**config.mk**
```make
export PLATFORM = sky130hd
export DESIGN_NAME = clint_rtc_gen
export DESIGN_NICKNAME = d
export VERILOG_FILES = /design/src/rtl/clint_rtc_pkg.sv /design/src/rtl/clint_rtc_gen_phase_acc.sv /design/src/rtl/clint_rtc_gen.sv
export SDC_FILE = /design/constraint.sdc
export NUM_CORES = 1
export LEC_CHECK = 0
export CAP_MARGIN = 10
export CELL_PAD_IN_SITES_DETAIL_PLACEMENT = 1
export CELL_PAD_IN_SITES_GLOBAL_PLACEMENT = 1
export CORE_MARGIN = 5
export CORE_UTILIZATION = 45
export DETAILED_ROUTE_END_ITERATION = 7
export GPL_TIMING_DRIVEN = 0
export PLACE_DENSITY = 0.87
export RECOVER_POWER = 50
export SLEW_MARGIN = 20
export SYNTH_ARGS = -nofsm -noshare
export SYNTH_HDL_FRONTEND = slang
export SYNTH_SLANG_ARGS = --single-unit
```
**constraint.sdc**
```tcl
create_clock -name aclk -period 14.2 [get_ports aclk]
set_clock_uncertainty 0.2 [all_clocks]
set_input_delay 2.13 -clock aclk [delete_from_list [all_inputs] [get_ports aclk]]
set_output_delay 2.13 -clock aclk [all_outputs]
set_load 0.005 [all_outputs]
```
**src/rtl/clint_rtc_pkg.sv**
```systemverilog
// clint_rtc_pkg: shared types and constants for the CLINT RTC generator
//   cfg_state_e      config FSM states
//   rtc_inc()        increment = 2^acc_width * 2 * f_rtc / f_aclk, rounded to nearest
//   RTC_* constants  default width, minimum half period, default increment
package clint_rtc_pkg;
  typedef enum logic {CFG_IDLE, CFG_SHADOW} cfg_state_e;
  function automatic logic [63:0] rtc_inc(input int unsigned acc_width, input logic [63:0] f_rtc, input logic [63:0] f_aclk);
    return ((64'd1 << acc_width) * 64'd2 * f_rtc + f_aclk / 64'd2) / f_aclk;
  endfunction
  localparam int RTC_ACC_WIDTH = 32;
  localparam int RTC_MIN_HALF_PERIOD = 2;
  localparam logic [31:0] RTC_DEFAULT_INC = 32'(rtc_inc(32, 64'd1_000_000, 64'd50_000_000));
endpackage

```
**src/rtl/clint_rtc_gen_phase_acc.sv**
```systemverilog
// rtc_phase_acc: phase accumulator whose carry out marks one RTC toggle request
//   clk, rst  clock, async active-high reset
//   enable    1 = advance by inc each cycle, 0 = hold (carry forced low)
//   inc       phase increment
//   carry     bit W of acc + inc, valid in the cycle before the edge that wraps acc
module rtc_phase_acc #(
  parameter int W = 32
) (
  input  logic         clk,
  input  logic         rst,
  input  logic         enable,
  input  logic [W-1:0] inc,
  output logic         carry
);
  logic [W-1:0] acc;
  logic [W:0]   sum;
  assign sum = {1'b0, acc} + {1'b0, inc};
  assign carry = enable & sum[W];
  always_ff @(posedge clk or posedge rst)
    if (rst) acc <= '0;
    else if (enable) acc <= sum[W-1:0];
endmodule

```
**src/rtl/clint_rtc_gen.sv**
```systemverilog
// clint_rtc_gen: fractional-rate RTC square wave for the CLINT, with runtime increment update
//   aclk, areset   clock, async active-high reset
//   enable_i       1 = run, 0 = freeze phase and level
//   cfg_valid_i/cfg_ready_o/cfg_inc_i  increment config handshake
//   rtc_o          square wave, each level held >= MIN_HALF_PERIOD cycles
//   tick_o         one-cycle pulse with each rising toggle
//   tick_count_o   rising toggle count (wraps)
//   overrun_o      sticky dropped-carry flag, cleared by an accepted config
module clint_rtc_gen import clint_rtc_pkg::*; #(
  parameter int                   ACC_WIDTH       = RTC_ACC_WIDTH,
  parameter logic [ACC_WIDTH-1:0] DEFAULT_INC     = ACC_WIDTH'(RTC_DEFAULT_INC),
  parameter int                   MIN_HALF_PERIOD = RTC_MIN_HALF_PERIOD
) (
  input  logic                 aclk,
  input  logic                 areset,
  input  logic                 enable_i,
  input  logic                 cfg_valid_i,
  output logic                 cfg_ready_o,
  input  logic [ACC_WIDTH-1:0] cfg_inc_i,
  output logic                 rtc_o,
  output logic                 tick_o,
  output logic [63:0]          tick_count_o,
  output logic                 overrun_o
);
  localparam int HW = $clog2(MIN_HALF_PERIOD + 1);
  localparam logic [HW-1:0] HMIN = HW'(MIN_HALF_PERIOD);
  cfg_state_e           state_q, state_d;
  logic [ACC_WIDTH-1:0] inc_q, inc_d, shadow_q, shadow_d;
  logic [HW-1:0]        half_cnt;
  logic                 carry, sat, toggle, drop, hs, pending, pending_d;
  rtc_phase_acc #(.W(ACC_WIDTH)) u_acc (
    .clk   (aclk),
    .rst   (areset),
    .enable(enable_i),
    .inc   (inc_q),
    .carry (carry)
  );
  // A carry arriving too early is owed once via pending; a second early carry is lost.
  always_comb begin
    sat = half_cnt >= HMIN;
    toggle = enable_i & sat & (carry | pending);
    drop = carry & ~sat & pending;
    pending_d = ~enable_i ? 1'b0 : (carry & ~sat) ? 1'b1 : (~carry & sat) ? 1'b0 : pending;
    cfg_ready_o = state_q == CFG_IDLE;
    hs = cfg_valid_i & cfg_ready_o;
    state_d = (state_q == CFG_IDLE) ? ((hs & enable_i) ? CFG_SHADOW : CFG_IDLE)
                                    : ((toggle | ~enable_i) ? CFG_IDLE : CFG_SHADOW);
    inc_d = (hs & ~enable_i) ? cfg_inc_i
          : (state_q == CFG_SHADOW && (toggle | ~enable_i)) ? shadow_q : inc_q;
    shadow_d = (hs & enable_i) ? cfg_inc_i : shadow_q;
  end
  always_ff @(posedge aclk or posedge areset)
    if (areset) begin
      state_q <= CFG_IDLE;
      inc_q <= DEFAULT_INC;
      shadow_q <= '0;
      pending <= 1'b0;
      half_cnt <= HMIN;
      rtc_o <= 1'b0;
      tick_o <= 1'b0;
      tick_count_o <= '0;
      overrun_o <= 1'b0;
    end else begin
      state_q <= state_d;
      inc_q <= inc_d;
      shadow_q <= shadow_d;
      pending <= pending_d;
      half_cnt <= toggle ? HW'(1) : sat ? half_cnt : half_cnt + HW'(1);
      rtc_o <= rtc_o ^ toggle;
      tick_o <= toggle & ~rtc_o;
      tick_count_o <= tick_count_o + 64'(toggle & ~rtc_o);
      overrun_o <= drop | (overrun_o & ~hs);
    end
endmodule

```
==> run metrics, run 1 <==
CTS sink count=167; final setup fails=0; Int Pwr=0.00142 W; sw frac=38.1%; largest net degree at the start of global routing=90; Lkg Pwr=4.75 nW; total wire length=22200 um; Startpoint Class=input pin; Final Core Density=55.6%; Total Neg Setup Slack=0 ns; via count=6429; CP max-delay cell=dlygate4sd3_1; Initial Utilization=45.4%; Die Wd=150 um; crit path DAT=6.03 ns; YS warnings=0; ANT nets after route=0; DRC violations left=0; Slew HR=-170%; syn nets=840; critical path's largest stage delay=0.68 ns; failing checks=max-capacitance violations, max-slew violations; first-iteration detailed-routing DRC count=210; gr ovfl total=0; vias in the first global route=7248; EDFF count, synth=0; worst-path maximum fanout=10; dpl hpwl=15700 um; Hold Path Class=reg2reg; Pre-Repair DR Iteration Count=4; Clock transition at path regs=0.07 ns; clock share of power=19.9%; TritonCTS clock tree=done; worst path required time=14.36 ns; Worst-Skew Late Latency=0.44 ns; sequence of cells on the critical path=dlygate4sd3_1 > clkbuf_1 > clkbuf_1 > and3_1 > ha_1 > ha_1 > and3_1 > nand2_1 > nor4_4 > nand2_1 > nor3_1 > xor2_1; Routed WL per cell=19.0 um; GPL Wtd Cong=0.837; first-pass GRT wire length=36900 um; outcome=finished with violations; Core Box Area=0.0194 sq mm; family with the most delay on the worst path=buffers and inverters; gr usage total=20.7%; Area growth syn-to-layout=22.3%; share of cells above drive strength 1=21.0%; Netlist Area Pre-Place=0.00881 sq mm; post-synth cell types=68; fin nets=963; Placement Cell Area=0.0102 sq mm; ys flop type=dfrtp_1; post-route cell area=0.0108 sq mm; CTS Root Cell=clkbuf_16; VDD IR-drop max=0.000110 V; share of power burned in registers=31.2%; unrepaired setup endpoints after global routing=no; period utilization=41.3%; combinational power share=48.9%; ant diodes=0; fin crit period=5.86 ns; FP Rows=51; MaxCap Viol Count=1; post-synthesis register bit count=167; die area=0.0225 sq mm; Fin. Hold Viols=0; PortBufs=103; max-slew violation count=89; Storage cell area=0.00420 sq mm; sequential share of the synthesized area=47.6%; fmax=171 MHz; footprint of the multi-input gates=0.00442 sq mm; IO Pins=104; kind of critical path=in2reg; vias per cell=5.50; Least-Margin Pin Slew=4.03 ns; crit path buf inv count=3; clk buf depth=2; asr flop ratio synth=100%; initial antenna violation count=0; CTS Hold Bufs=0; Avg Inst Size Synth=11.5 sq um; net load switching power=0.000876 W; post-CTS setup buffer count=0; number of H-tree levels=4; Die Ht=150 um; CP Capture Type=register; Post-Synthesis Cells=767; fill count=2086; P per Cell Area=213 mW/mm^2; cts bufs inserted=17; PostCTS Resize Cnt=0
==> worst reg2reg max path: cells and delay by family, from the launching register on <==
kind | cells | cell delay (ns)
and+or+nand+nor | 7 | 1.17
buffers and inverters | 1 | 0.14
adders and majority gates | 5 | 1.39
AOI/OAI and AO/OA | 5 | 1.31
DFF | 1 | 0.39
xor gates and xnor gates | 1 | 0.15
==> synthesized netlist by cell type (all sizes together) (4+ instances only) <==
cell type	n	area (sq um)
dfrtp	153	3830
mux2	114	1290
xnor2	62	543
nand2	51	191
nor2	45	169
ha	36	450
a21oi	34	170
nand3	31	155
xor2	22	193
o21ai	20	100
and3	17	123
inv	16	60.1
nand4	16	115
dfstp	14	368
a21o	13	97.6
nor3	12	65.1
clkbuf	11	51.3
and4	9	81.3
buf	9	72.6
and2	8	50.1
o211ai	8	65.1
o21a	6	46.3
a211oi	5	47.5
nand2b	5	31.3
nor4	4	55.1
o31ai	4	30.0
or3	4	25.0
==> through the flow <==
stage | total power, W | setup slack [ns] | std cells | hold slack [ns]
CTS | 0.00232 | 8.39 | 1168 | 0.301
global placement | 0.00176 | 5.01 | 1135 | 0.274
finish | 0.00230 | 8.34 | 1168 | 0.287
global route | 0.00247 | 8.13 | 1168 | 0.315
detailed placement | 0.00184 | 7.99 | 1136 | 0.288
floorplan | 0.00157 | 7.37 | 767 | 0.256
==> kinds of logic (layout without fill, tap and decap cells) <==
| group | after synthesis | after routing | synth area share, % |
|---|---|---|---|
| and+or+nand+nor | 212 | 212 | 12.8 |
| DFF | 167 | 167 | 47.6 |
| AOI/OAI and AO/OA | 116 | 116 | 8.99 |
| muxes | 114 | 114 | 14.7 |
| xor gates and xnor gates | 84 | 84 | 8.35 |
| adders and majority gates | 37 | 37 | 5.34 |
| buffers and inverters | 37 | 173 | 2.13 |
==> power groups by stage <==
stage                     clock network (W)  logic (W)  registers, W
final                              0.000457    0.00112      0.000717
after global routing               0.000489    0.00125      0.000732
after CTS                          0.000469    0.00113      0.000718
after detailed placement                  0    0.00111      0.000725
after global placement                    0    0.00105      0.000711
after floorplan                           0   0.000876      0.000693
==> metal layers <==
layer | global-route usage (%) | part of all wire, % | up-vias
met3 | 7.06 | 6.1 | 31
met4 | 6.27 | 1.7 | 0
li1 | - | - | 2996
met5 | 0 | 0 | -
met2 | 36.3 | 52 | 123
met1 | 23.9 | 40 | 3279
==> layout make-up <==
type	instances	area share, %
buffer	20	1.15
clock buffer	20	4.24
clock inverter	12	1.11
inverter	17	0.604
multi-input combinational	563	41.1
sequential	167	38.9
tap	265	3.08
timing repair buffer	104	9.82
==> worst paths after layout <==
check                                                start                         end  slack (ns)  cells past startpoint
worst max-delay path                              enable_i  tick_count_o[41]$_DFF_PP0_        8.34                     12
worst min-delay path            tick_count_o[34]$_DFF_PP0_  tick_count_o[34]$_DFF_PP0_        0.29                      1
worst max register to register        inc_q[0]$_DFFE_PP0P_  tick_count_o[40]$_DFF_PP0_        9.38                     19
worst min register to register  tick_count_o[34]$_DFF_PP0_  tick_count_o[34]$_DFF_PP0_        0.29                      1
max in group asynchronous                           areset       inc_q[17]$_DFFE_PP0P_        8.85                      2
min in group asynchronous                           areset  tick_count_o[18]$_DFF_PP0_        3.16                      2
==> sequential cells by signal (all words and copies together), names as in the netlist <==
register      flops
state_q           1
tick_o            1
half_cnt          2
overrun_o         1
u_acc.acc        32
shadow_q         32
rtc_o             1
inc_q            32
tick_count_o     64
pending           1
==> cell usage in the layout (no fill, tap or decap), drive strengths merged, types with 9 or more instances in the layout <==
cell type / count
nand3: 31
dfstp: 14
and4: 9
nand4: 16
ha: 36
buf: 10
nand2: 51
nor2: 45
dlygate4sd3: 26
mux2: 114
inv: 17
o21ai: 20
dfrtp: 153
and3: 17
xnor2: 62
nor3: 12
a21o: 13
a21oi: 34
xor2: 22
clkbuf: 31
clkdlybuf4s50: 77
Note: power is estimated with default switching activity, not from simulation.
==> run 2: changes to the inputs <==
==> constraint.sdc (replaced) <==
create_clock -name aclk -period 5.78 [get_ports aclk]
set_clock_uncertainty 0.2 [all_clocks]
set_input_delay 0.867 -clock aclk [delete_from_list [all_inputs] [get_ports aclk]]
set_output_delay 0.867 -clock aclk [all_outputs]
set_load 0.005 [all_outputs]
==> run 2 against run 1 <==
  * The run still ends with max-capacitance violations, max-slew violations left
  * Routed wire length fell by 0.26%
  * Critical path depth rose by 7
  * Combinational power rose by 150%
  * Global-route usage did not move
  * Non-clock buffer count did not move
  * Core utilization barely moved
  * Largest cell class unchanged
==> run metrics, run 2 (synthesis gave the netlist of run 1 again) <==
Slew HR=-132% (was -170%); DRC violations left=0 (unchanged); uppermost layer routed=met4 (unchanged); Hold Path Class=reg2reg (unchanged); fin nets=963 (unchanged); Biggest register=tick_count_o (unchanged); final worst setup slack=0.969 ns (was 8.34 ns); cts bufs inserted=17 (unchanged); PostCTS Resize Cnt=0 (unchanged); Fin. Hold Viols=0 (unchanged); Area growth syn-to-layout=22.3% (about the same); ANT nets after route=0 (unchanged); Metal-1 WL=8940 um (was 8990 um); Lkg Pwr=4.78 nW (was 4.75 nW); Total Neg Setup Slack=0 ns (unchanged); FP Rows=51 (unchanged); metal3 WL=1400 um (was 1360 um); first-pass GRT wire length=36900 um (unchanged); CTS sink count=167 (unchanged); GPL Wtd Cong=0.837 (unchanged); worst path required time=5.92 ns (was 14.36 ns); fin crit period=4.81 ns; IO Pins=104 (unchanged); MaxCap Viol Count=1 (unchanged); Reg2Reg Launch Point=inc_q[0]$_DFFE_PP0P_ (unchanged); unrepaired setup endpoints after global routing=no (unchanged); reg-to-reg slack, setup=0.97 ns (was 9.38 ns); Routed WL per cell=19.0 um (about the same); Crit. Startpoint=inc_q[0]$_DFFE_PP0P_ (was enable_i); Die Wd=150 um (unchanged); worst-path maximum fanout=9 (was 10); gr ovfl total=0 (unchanged); fill count=2084 (was 2086); ant diodes=0 (unchanged); CTS Hold Bufs=0 (unchanged); crit path DAT=4.95 ns (was 6.03 ns); dpl hpwl=15700 um (unchanged); max reg flops=64 (unchanged); Startpoint Class=register (was input pin); share of cells above drive strength 1=20.9% (was 21.0%); period utilization=83.2%; leading cell type in the layout, fill and taps excluded=dfrtp_1 (unchanged); CTS Root Cell=clkbuf_16 (unchanged); routed length on met2=11500 um (about the same); most frequent cells in the layout=dfrtp_1, mux2_2, clkdlybuf4s50_1 (unchanged); vias in the first global route=7248 (unchanged); Pwr Total=0.00564 W (was 0.00230 W); Pre-Repair DR Iteration Count=4 (unchanged); Worst Hold Slack=0.287 ns (about the same); gr usage total=20.7% (unchanged); die area=0.0225 sq mm (unchanged); TritonCTS clock tree=done (unchanged); post-CTS setup buffer count=0 (unchanged); final setup fails=0 (unchanged); PortBufs=103 (unchanged); Least-Margin Pin Slew=3.48 ns (was 4.03 ns); P per Cell Area=524 mW/mm^2 (was 213 mW/mm^2); max-slew violation count=89 (unchanged); outcome=finished with violations (unchanged); total wire length=22200 um (about the same); clk buf depth=2 (unchanged); VDD IR-drop max=0.000267 V (was 0.000110 V); kind of critical path=reg2reg (was in2reg); vias per cell=5.51 (was 5.50); Clock transition at path regs=0.07 ns (about the same); initial antenna violation count=0 (unchanged); hold path start=tick_count_o[34]$_DFF_PP0_ (unchanged); CP Capture Type=register (unchanged); Core Box Area=0.0194 sq mm (unchanged); first-iteration detailed-routing DRC count=198 (was 210); Initial Utilization=45.4% (unchanged); fmax=208 MHz; Die Ht=150 um (unchanged); largest net degree at the start of global routing=90 (unchanged); dpl ws=0.836 ns (was 7.99 ns); Worst-Skew Late Latency=0.44 ns (about the same); via count=6437 (was 6429); number of H-tree levels=4 (unchanged); failing checks=max-capacitance violations, max-slew violations (unchanged)
run 2: where the power goes:
part           switching (W)  internal, W  leakage [nW]  total, W
Clock               0.000497     0.000623         0.276   0.00112
Sequential          0.000208      0.00155          2.08   0.00176
Combinational        0.00144      0.00132          2.43   0.00276
run 2: through the flow:
step	cells	cell area [sq um]	util, %
finish	1168	10800	55.5
global route	1168	10800	55.5
CTS	1168	10800	55.6
detailed placement	1136	10200	52.6
global placement	1135	10200	52.4
floorplan	767	8810	-
run 2: routing by layer:
metal	global-route usage (%)	vias to the layer above
met2	36.3	127
met3	7.06	30
li1	-	3000
met4	6.27	0
met5	0	-
met1	23.9	3280
run 2: final timing paths:
kind,endpoint,cells after the start
max reg2reg,tick_count_o[40]$_DFF_PP0_,19
min in group asynchronous,tick_count_o[18]$_DFF_PP0_,2
min,tick_count_o[34]$_DFF_PP0_,1
min reg2reg,tick_count_o[34]$_DFF_PP0_,1
max,tick_count_o[40]$_DFF_PP0_,19
max in group asynchronous,inc_q[17]$_DFFE_PP0P_,2
run 2: area by class of cell:
| class | count | area, sq um | share of cell area, % |
|---|---|---|---|
| repair buffers | 104 | 1060 | 9.82 |
| inverters | 17 | 63.8 | 0.592 |
| multi-input cells | 563 | 4420 | 41.1 |
| well taps | 265 | 332 | 3.08 |
| clock buffers | 20 | 457 | 4.24 |
| flip-flops and latches | 167 | 4200 | 38.9 |
| clock inverters | 12 | 120 | 1.11 |
| plain buffers | 20 | 124 | 1.15 |
run 2: worst max-delay path, stage by stage (launching register included):
cell and delay, ns:
dfrtp_1 0.39, ha_1 0.25, fa_1 0.46, a211oi_2 0.26
o211ai_1 0.17, a211o_1 0.35, a211oi_2 0.27, nor3_2 0.13
o211ai_2 0.24, nand3b_1 0.22, and3_1 0.25, ha_1 0.20
ha_1 0.23, ha_1 0.24, nand3_1 0.20, nor4_4 0.09
and2_1 0.18, buf_6 0.14, nand4_1 0.10, xnor2_1 0.15
==> run 3: changes to the inputs <==
--- a/config.mk
+++ b/config.mk
@@ -9,10 +9,10 @@
 export CELL_PAD_IN_SITES_DETAIL_PLACEMENT = 1
 export CELL_PAD_IN_SITES_GLOBAL_PLACEMENT = 1
 export CORE_MARGIN = 5
-export CORE_UTILIZATION = 45
+export CORE_UTILIZATION = 41
 export DETAILED_ROUTE_END_ITERATION = 7
 export GPL_TIMING_DRIVEN = 0
-export PLACE_DENSITY = 0.87
+export PLACE_DENSITY = 0.84
 export RECOVER_POWER = 50
 export SLEW_MARGIN = 20
 export SYNTH_ARGS = -nofsm -noshare
==> constraint.sdc (replaced) <==
create_clock -name aclk -period 4.4 [get_ports aclk]
set_clock_uncertainty 0.2 [all_clocks]
set_input_delay 0.66 -clock aclk [delete_from_list [all_inputs] [get_ports aclk]]
set_output_delay 0.66 -clock aclk [all_outputs]
set_load 0.005 [all_outputs]
==> run 3 against run 2 <==
  * The run still ends with max-capacitance violations, max-slew violations left
  * Worst hold slack lost 0.0083 ns
  * Non-clock buffer count up 16
  * Cell count increased by 2.2%
  * Clock power increased by 33%
  * Global-route usage shrank 1.9 points
  * Core utilization is 3.2 points lower
  * First-iteration DRC count rose by 8.1%
  * Worst setup slack got worse by 0.74 ns
==> run metrics, run 3 (synthesis gave the netlist of run 1 again) <==
ANT nets after route=0 (unchanged); FF-to-FF path depth=19 (unchanged); cts bufs inserted=17 (unchanged); Pre-Repair DR Iteration Count=4 (unchanged); placed instance count=1150 (was 1136); FP Rows=53 (was 51); Hold Path Class=reg2reg (unchanged); post-route cell area=0.0110 sq mm (was 0.0108 sq mm); initial antenna violation count=1 (was 0); CP max-delay cell=dfrtp_1 (was fa_1); CP Capture Type=register (unchanged); net load switching power=0.00289 W (was 0.00215 W); via count=6467 (was 6437); first-pass GRT wire length=37300 um (was 36900 um); first-iteration detailed-routing DRC count=214 (was 198); Clock transition at path regs=0.07 ns (about the same); Initial Utilization=41.8% (was 45.4%); DRC violations left=0 (unchanged); non-filler cells, final=1194 (was 1168); Area growth syn-to-layout=25.2% (was 22.3%); crit path buf inv count=1 (unchanged); Fin. Hold Viols=0 (unchanged); combinational power share=50.1% (was 49.0%); clk buf depth=2 (unchanged); max reg flops=64 (unchanged); Worst-Skew Late Latency=0.42 ns (was 0.44 ns); family with the most delay on the worst path=compound AO/OA/AOI/OAI gates (was adder cells); final setup fails=0 (unchanged); dpl hpwl=15500 um (was 15700 um); worst-path maximum fanout=9 (unchanged); GPL Wtd Cong=0.802 (was 0.837); CTS Hold Bufs=0 (unchanged); most frequent cells in the layout=dfrtp_1, mux2_2, clkdlybuf4s50_1 (unchanged); outcome=finished with violations (unchanged); total wire length=22100 um (was 22200 um); Slew HR=-17.2% (was -132%); clock share of power=19.4% (was 19.8%); hold path start=tick_count_o[63]$_DFF_PP0_ (was tick_count_o[34]$_DFF_PP0_); fin nets=979 (was 963); critical path's largest stage delay=0.39 ns (was 0.46 ns); share of cells above drive strength 1=24.0% (was 20.9%); MaxCap Viol Count=3 (was 1); Lkg Pwr=4.85 nW (was 4.78 nW); largest net degree at the start of global routing=35 (was 90); reg-to-reg slack, setup=0.23 ns (was 0.97 ns); unrepaired setup endpoints after global routing=no (unchanged); Routed WL per cell=18.5 um (was 19.0 um); TritonCTS clock tree=done (unchanged); Startpoint Class=register (unchanged); P per Cell Area=694 mW/mm^2 (was 524 mW/mm^2); worst path required time=4.54 ns (was 5.92 ns); Reg2Reg Launch Point=inc_q[0]$_DFFE_PP0P_ (unchanged); VDD IR-drop max=0.000311 V (was 0.000267 V); Die Wd=157 um (was 150 um); die area=0.0245 sq mm (was 0.0225 sq mm); CTS sink count=167 (unchanged); gr usage total=18.8% (was 20.7%); Least-Margin Pin Slew=1.76 ns (was 3.48 ns); sw frac=37.7% (was 38.1%); fin crit period=4.17 ns (was 4.81 ns); kind of critical path=reg2reg (unchanged); Hold Crit Depth=1 (unchanged); number of H-tree levels=4 (unchanged); leading cell type in the layout, fill and taps excluded=dfrtp_1 (unchanged); Placement Cell Area=0.0103 sq mm (was 0.0102 sq mm); share of power burned in registers=30.4% (was 31.2%); Crit. Startpoint=inc_q[0]$_DFFE_PP0P_ (unchanged); IO Pins=104 (unchanged); vias per cell=5.42 (was 5.51); Top cell by count, worst path=ha_4 (was ha_1); max-slew violation count=98 (was 89); worst reg2reg path endpoint=tick_count_o[44]$_DFF_PP0_ (was tick_count_o[40]$_DFF_PP0_); WHS Endpoint=tick_count_o[63]$_DFF_PP0_ (was tick_count_o[34]$_DFF_PP0_); Biggest register=tick_count_o (unchanged); PortBufs=103 (unchanged); gr ovfl total=0 (unchanged); ant diodes=0 (unchanged); crit path DAT=4.31 ns (was 4.95 ns); vias in the first global route=7310 (was 7248); Int Pwr=0.00477 W (was 0.00349 W); period utilization=94.8% (was 83.2%); Core Box Area=0.0211 sq mm (was 0.0194 sq mm); fmax=240 MHz (was 208 MHz); Final Core Density=52.3% (was 55.5%); failing checks=max-capacitance violations, max-slew violations (unchanged); CTS Root Cell=clkbuf_16 (unchanged); Die Ht=157 um (was 150 um); sequence of cells on the critical path=ha_2 > fa_2 > a211oi_4 > o211ai_1 > a211o_1 > a211oi_4 > nor3_4 > o211ai_2 > nand3b_1 > and3_4 > ha_4 > ha_4 > ha_4 > nand3_4 > nor4_4 > and2_1 > buf_6 > nand4_1 > xnor2_1 (was ha_1 > fa_1 > a211oi_2 > o211ai_1 > a211o_1 > a211oi_2 > nor3_2 > o211ai_2 > nand3b_1 > and3_1 > ha_1 > ha_1 > ha_1 > nand3_1 > nor4_4 > and2_1 > buf_6 > nand4_1 > xnor2_1)
run 3: worst max path at each step:
| stage | slack [ns] | endpoint | cells past startpoint |
|---|---|---|---|
| 6_report | 0.23 | tick_count_o[44]$_DFF_PP0_ | 19 |
| 5_1_grt | 0.03 | tick_count_o[46]$_DFF_PP0_ | 18 |
| 4_1_cts | 0.0003 | tick_count_o[44]$_DFF_PP0_ | 20 |
| 3_5_place_dp | -0.37 | tick_count_o[44]$_DFF_PP0_ | 13 |
| 3_3_place_gp | -0.36 | tick_count_o[46]$_DFF_PP0_ | 13 |
| 2_1_floorplan | 0.28 | tick_count_o[32]$_DFF_PP0_ | 19 |
run 3: cell type report:
class	instances	area, sq um
tap	275	344
sequential	167	4200
fill	2247	10100
clock inverter	11	111
inverter	17	65.1
timing repair buffer	120	1140
clock buffer	21	480
buffer	20	129
multi-input combinational	563	4560
run 3: stage by stage:
stage                     setup TNS [ns]  hold slack [ns]  power (W)  worst slack [ns]
final                                  0            0.279    0.00766             0.230
after CTS                              0            0.292    0.00758          0.000291
after floorplan                        0            0.256    0.00507             0.282
after global placement            -17.62            0.267    0.00569            -0.361
after global routing                   0            0.308    0.00824            0.0324
after detailed placement          -11.42            0.275    0.00589            -0.374
run 3: power groups by stage:
stage          Clock [W]  Combinational [W]  Sequential [W]
2_1_floorplan          0            0.00283         0.00224
3_3_place_gp           0            0.00339         0.00229
3_5_place_dp           0            0.00356         0.00233
4_1_cts          0.00154            0.00372         0.00232
5_1_grt          0.00161            0.00425         0.00238
6_report         0.00149            0.00384         0.00233
run 3: routing by layer:
metal	part of all wire, %	up-vias	track usage, %
met5	0.050	-	0
met2	51	121	32.3
met3	5.9	16	6.17
met4	0.90	2	4.09
li1	-	3034	-
met1	43	3294	23.1
run 3: timing repair:
action / in CTS / in global routing
resized for setup: 11 / 19
endpoints found under the setup margin: 50 / 33
gates cloned: 0 / 0
setup buffers: 8 / 5
pin swaps: 11 / 13
